File: src/rtl/cic_pkg.sv
// Shared definitions for the CIC integrator, decimator and comb stages.
package cic_pkg;

    localparam int unsigned CIC_DEFAULT_DATA_W = 32;

    // Overflow/underflow flag pair passed between CIC stages
    typedef struct packed {
        logic of;
        logic uf;
    } cic_flags_t;

    localparam cic_flags_t CIC_FLAGS_NONE = '{of: 1'b0, uf: 1'b0};

    // Ceiling log2, usable in constant expressions
    function automatic int unsigned cic_clog2(input int unsigned value);
        int unsigned result;
        result = 0;
        for (int i = 0; i < 32; i++) begin
            if ((64'd1 << i) < 64'(value)) begin
                result = 32'(i + 1);
            end
        end
        return result;
    endfunction

endpackage

File: src/rtl/clk_rise_detect.sv
// Rising-edge pulse for a level clock that is synchronous to clk.
// History register resets high so a level already high at release is not an edge.
module clk_rise_detect (
    input  logic clk,
    input  logic rst,
    input  logic sig,
    output logic rise_c
);

    logic sig_q;

    always_ff @(posedge clk or posedge rst) begin
        if (rst) begin
            sig_q <= 1'b1;
        end else begin
            sig_q <= sig;
        end
    end

    assign rise_c = sig & ~sig_q;

endmodule

File: src/rtl/cic_decimate_hold.sv
// CIC decimator: keeps one of every DECIM_RATIO samples, generates the divided clock and
// ORs flags over each window. Define CIC_DECIM_PHASE_SEL_EN to add the PHASE_I capture-phase select.
module cic_decimate_hold
    import cic_pkg::*;
#(
    parameter int unsigned  DATA_BIT_WIDTH = CIC_DEFAULT_DATA_W,
    parameter int unsigned  DECIM_RATIO    = 4,
    localparam int unsigned CNT_WIDTH      = cic_clog2(DECIM_RATIO)
) (
    input  logic                             MCLK_I,
    input  logic                             RST_I,
    input  logic                             CLK_I,
    input  logic signed [DATA_BIT_WIDTH-1:0] DATA_I,
    input  logic                             OFDET_I,
    input  logic                             UFDET_I,
`ifdef CIC_DECIM_PHASE_SEL_EN
    input  logic [CNT_WIDTH-1:0]             PHASE_I,
`endif
    output logic                             CLK_O,
    output logic signed [DATA_BIT_WIDTH-1:0] DATA_O,
    output logic                             OFDET_O,
    output logic                             UFDET_O
);

    localparam int unsigned SUM_W = CNT_WIDTH + 1;
    localparam int unsigned HALF  = DECIM_RATIO / 2;
    localparam logic [CNT_WIDTH-1:0] LAST_PHASE = CNT_WIDTH'(DECIM_RATIO - 1);

    logic                             rise_c;
    logic [CNT_WIDTH-1:0]             phase_cnt;
    logic [CNT_WIDTH-1:0]             phase_cnt_nxt;
    logic [CNT_WIDTH-1:0]             phase_sel;
    logic [CNT_WIDTH-1:0]             fall_phase_c;
    logic [SUM_W-1:0]                 fall_sum_c;
    logic                             wrap_c;
    logic                             capture_c;
    logic                             fall_c;
    cic_flags_t                       acc;
    cic_flags_t                       acc_nxt;
    logic signed [DATA_BIT_WIDTH-1:0] data_nxt;
    logic                             clk_o_nxt;
    logic                             of_nxt;
    logic                             uf_nxt;

    clk_rise_detect u_rise (
        .clk    (MCLK_I),
        .rst    (RST_I),
        .sig    (CLK_I),
        .rise_c (rise_c)
    );

    assign wrap_c = (phase_cnt == LAST_PHASE);

`ifdef CIC_DECIM_PHASE_SEL_EN
    // New phase takes effect only at the window boundary to avoid double or missed captures
    always_ff @(posedge MCLK_I or posedge RST_I) begin
        if (RST_I) begin
            phase_sel <= '0;
        end else if (rise_c && wrap_c) begin
            phase_sel <= (PHASE_I > LAST_PHASE) ? LAST_PHASE : PHASE_I;
        end
    end
`else
    assign phase_sel = '0;
`endif

    // Falling phase is half a window (floored) after the capture phase, modulo R
    always_comb begin
        fall_sum_c = SUM_W'(phase_sel) + SUM_W'(HALF);
        if (fall_sum_c >= SUM_W'(DECIM_RATIO)) begin
            fall_phase_c = CNT_WIDTH'(fall_sum_c - SUM_W'(DECIM_RATIO));
        end else begin
            fall_phase_c = CNT_WIDTH'(fall_sum_c);
        end
    end

    assign capture_c = rise_c && (phase_cnt == phase_sel);
    assign fall_c    = rise_c && (phase_cnt == fall_phase_c);

    // Next-state for counter, held sample, divided clock and flag windows
    always_comb begin
        phase_cnt_nxt = phase_cnt;
        acc_nxt       = acc;
        data_nxt      = DATA_O;
        clk_o_nxt     = CLK_O;
        of_nxt        = OFDET_O;
        uf_nxt        = UFDET_O;
        if (rise_c) begin
            phase_cnt_nxt = wrap_c ? '0 : phase_cnt + CNT_WIDTH'(1);
            if (capture_c) begin
                data_nxt  = DATA_I;
                clk_o_nxt = 1'b1;
                of_nxt    = acc.of | OFDET_I;
                uf_nxt    = acc.uf | UFDET_I;
                acc_nxt   = CIC_FLAGS_NONE;
            end else begin
                acc_nxt.of = acc.of | OFDET_I;
                acc_nxt.uf = acc.uf | UFDET_I;
                if (fall_c) begin
                    clk_o_nxt = 1'b0;
                end
            end
        end
    end

    always_ff @(posedge MCLK_I or posedge RST_I) begin
        if (RST_I) begin
            phase_cnt <= '0;
            acc       <= CIC_FLAGS_NONE;
            DATA_O    <= '0;
            CLK_O     <= 1'b0;
            OFDET_O   <= 1'b0;
            UFDET_O   <= 1'b0;
        end else begin
            phase_cnt <= phase_cnt_nxt;
            acc       <= acc_nxt;
            DATA_O    <= data_nxt;
            CLK_O     <= clk_o_nxt;
            OFDET_O   <= of_nxt;
            UFDET_O   <= uf_nxt;
        end
    end

endmodule

File: config.mk
export PLATFORM = sky130hd
export DESIGN_NAME = cic_decimate_hold
export DESIGN_NICKNAME = d
export VERILOG_FILES = /design/src/rtl/cic_pkg.sv /design/src/rtl/clk_rise_detect.sv /design/src/rtl/cic_decimate_hold.sv
export SDC_FILE = /design/constraint.sdc
export NUM_CORES = 1
export LEC_CHECK = 0
export BUFFER_PORTS_ARGS = -buffer_cell sky130_fd_sc_hd__buf_2
export CORE_ASPECT_RATIO = 1.1
export CORE_MARGIN = 2
export CORE_UTILIZATION = 47
export DETAILED_ROUTE_END_ITERATION = 10
export GPL_TIMING_DRIVEN = 0
export MAX_ROUTING_LAYER = met4
export PLACE_DENSITY_LB_ADDON = 0.3
export SLEW_MARGIN = 5
export SYNTH_ARGS = -nofsm -noshare
export SYNTH_HDL_FRONTEND = slang
export SYNTH_SLANG_ARGS = --single-unit
export TNS_END_PERCENT = 10
File: constraint.sdc
create_clock -name MCLK_I -period 2 [get_ports MCLK_I]
set_input_delay 0.3 -clock MCLK_I [delete_from_list [all_inputs] [get_ports MCLK_I]]
set_output_delay 0.3 -clock MCLK_I [all_outputs]
set_load 0.05 [all_outputs]
==> flow_summary.toml <==
[setup_path]
crit_buf_inv = 3
reg2reg_depth = 6
slowest_stage = "dfrtp_1"
critical_path.max_fanout = 10
cp.required_ns = 2.23
max_stage_delay_ns = 0.42
path_cells = "inv_1 > ha_1 > nand3b_1 > buf_6 > buf_8 > mux2_4"
worst-setup-path-type = "reg -> reg"
timing.rr.start = "phase_cnt[0]"
critical-path-top-delay-family = "buffers and inverters"
start_kind = "flop"
worst_setup_path_end_kind = "flop"
critPathLaunch = "phase_cnt[0]"
cp.arrival_ns = 1.80
rrSetupSlack_ns = 0.44
reg2reg_to = "DATA_O[24]"
crit_cells = 6
crit_end = "DATA_O[24]"

[sta]
max_slew.worst_pin.slew_ns = 0.7885
rsz0062_at_grt = "false"
maxSlewViolCount = 0
tns_ns = 0
fmax_mhz = 639.7
setup_viol = 0
final.period_utilization_pct = 78.16
relSlewSlack_pct = 47.36
hold_violations = 0
period_minus_slack_ns = 1.563
fin_skew_ns = 0.009617

[placement]
hpwl_um = 2303
portBuffers = 71
place.gp.congestion = 0.6470
placed_cells = 218

[floorplan]
dieArea_um2 = 4116
pin_count = 72
core-area_um2 = 3413
fp.dieW_um = 61.35
rows = 22
start_util_pct = 49.82
die_y_um = 67.09

[worst_hold_path]
min_path_type = "in -> async"

[routing]
via_per_inst = 4.582
vias = 1031
wl_per_cell_um = 14.00
first_pass_iters = 4
drc_errors = 0
wl_um = 3151
drt_iter0_markers = 18
ant_nets = 0

[logic_synthesis]
yosys-top-cells-area = "dfrtp_1 57%, mux2_4 23%, mux2_2 5.3%, buf_12 2.4%, ha_1 2.2%"
syn_nets = 139
synth_most_common_cell = "dfrtp_1"
async_flop_share_pct = 100.0
synth_edf_count = 0
synth_cells = 99
yosys.cell_types.count = 16
yosysTopAreaCell = "dfrtp_1"
ys_seq_area_share_pct = 58.94
syn_area_um2 = 1700
yosys_warnings = 0
synth_top_area_share_pct = 57.40
syn_area_per_cell_um2 = 17.18
ys_ff_latch = 40
ys.flop_type = "dfrtp_1"
synth_commonest_cells = "39 x dfrtp_1, 26 x mux2_4, 8 x mux2_2, 5 x inv_1"

[clock_tree]
cts-root-buf = "clkbuf_4"
cts_tree = "built"
postCtsSetupRepairBufs = 0
clock_latency_ns = 0.33
holdBufCountCts = 0
cts_resized = 0
htreeDepth = 2
cts_buffers = 5
clkTransAtPathRegs_ns = 0.11
clock_sinks = 40
cts.path.max_buffers = 2

[finish]
area_delta_synth_final_pct = 27.15
fin_cells = 225
nFillCells = 295
nNetsFinal = 217
num_antenna_cells = 0
layout-drive-gt1-share_pct = 66.10

[global_routing]
grt_start_max_net_pins = 41
grt_overflow = 0
track_usage_pct = 16.41
antenna_found_initial = 0
grt_pass1_vias = 1061
grt_pass1_wl_um = 4726

[run_status]
outcome = "finished, final reports clean"

[run]
maxCapViolCount = 0
worst min-delay path by stage:
stage | start | endpoint | slack [ns] | depth (start not counted)
2_1_floorplan | CLK_I | u_rise.sig_q | 0.30 | 0
3_3_place_gp | CLK_I | u_rise.sig_q | 0.45 | 1
3_5_place_dp | CLK_I | u_rise.sig_q | 0.45 | 1
4_1_cts | CLK_I | u_rise.sig_q | 0.09 | 1
5_1_grt | CLK_I | u_rise.sig_q | 0.09 | 1
6_report | RST_I | DATA_O[28] | 0.1 | 2
area by class of cell:
cell class | count | area [um^2] | area share (%)
Sequential cell | 40 | 1002 | 46.35
Multi-Input combinational cell | 50 | 613.1 | 28.36
Timing Repair Buffer | 71 | 355.3 | 16.44
Buffer | 4 | 66.31 | 3.067
Tap cell | 48 | 60.06 | 2.778
Clock buffer | 6 | 41.29 | 1.910
Inverter | 5 | 18.77 | 0.8681
Clock inverter | 1 | 5.005 | 0.2315
metal layers:
| layer | vias up | wire [um] | global-route usage (%) |
|---|---|---|---|
| li1 | 497 | - | - |
| met3 | 4 | 189 | 3.495 |
| met2 | 38 | 1606 | 27.39 |
| met4 | 0 | 31 | 7.181 |
| met5 | - | 0 | - |
| met1 | 492 | 1324 | 18.74 |
stage by stage:
| step | utilization [%] | hold slack (ns) | instance area (um^2) | setup slack (ns) |
|---|---|---|---|---|
| global placement | 61.99 | 0.4486 | 2116 | 0.3772 |
| global route | 63.34 | 0.08711 | 2162 | 0.3425 |
| floorplan | - | 0.3045 | 1700 | 0.5749 |
| finish | 63.34 | 0.09950 | 2162 | 0.4367 |
| detailed placement | 61.99 | 0.4494 | 2116 | 0.4636 |
| CTS | 63.34 | 0.08929 | 2162 | 0.4116 |
registers in the layout, indices dropped and copies added, names as in the netlist:
signal,cells
OFDET_O,1
u_rise.sig_q,1
phase_cnt,2
DATA_O,32
UFDET_O,1
acc,2
CLK_O,1
logic make-up after synthesis:
logic type / count (synthesis) / share of synthesized area [%]
adder cells (fa/ha/maj): 3 / 2.208
buffers and inverters: 9 / 5.004
AND/OR/NAND/NOR: 8 / 3.017
flip-flops: 40 / 58.94
AO/OA/AOI/OAI: 3 / 1.398
multiplexers: 36 / 29.43
placed cells by master, fill, tap and decap left out:
cell,instances
inv_1,4
and3b_1,2
and2b_1,1
clkbuf_4,5
nand3b_1,2
buf_12,2
clkbuf_1,1
buf_6,1
mux2_2,8
mux2i_1,2
dfstp_2,1
dfrtp_1,39
a22o_1,1
ha_1,3
nor2_1,3
clkinv_2,1
buf_8,1
buf_2,71
mux2_4,26
inv_2,1
o21a_1,2
Power is not shown: default switching activity piles up to over one toggle a cycle in this logic, so the estimate is an artifact.
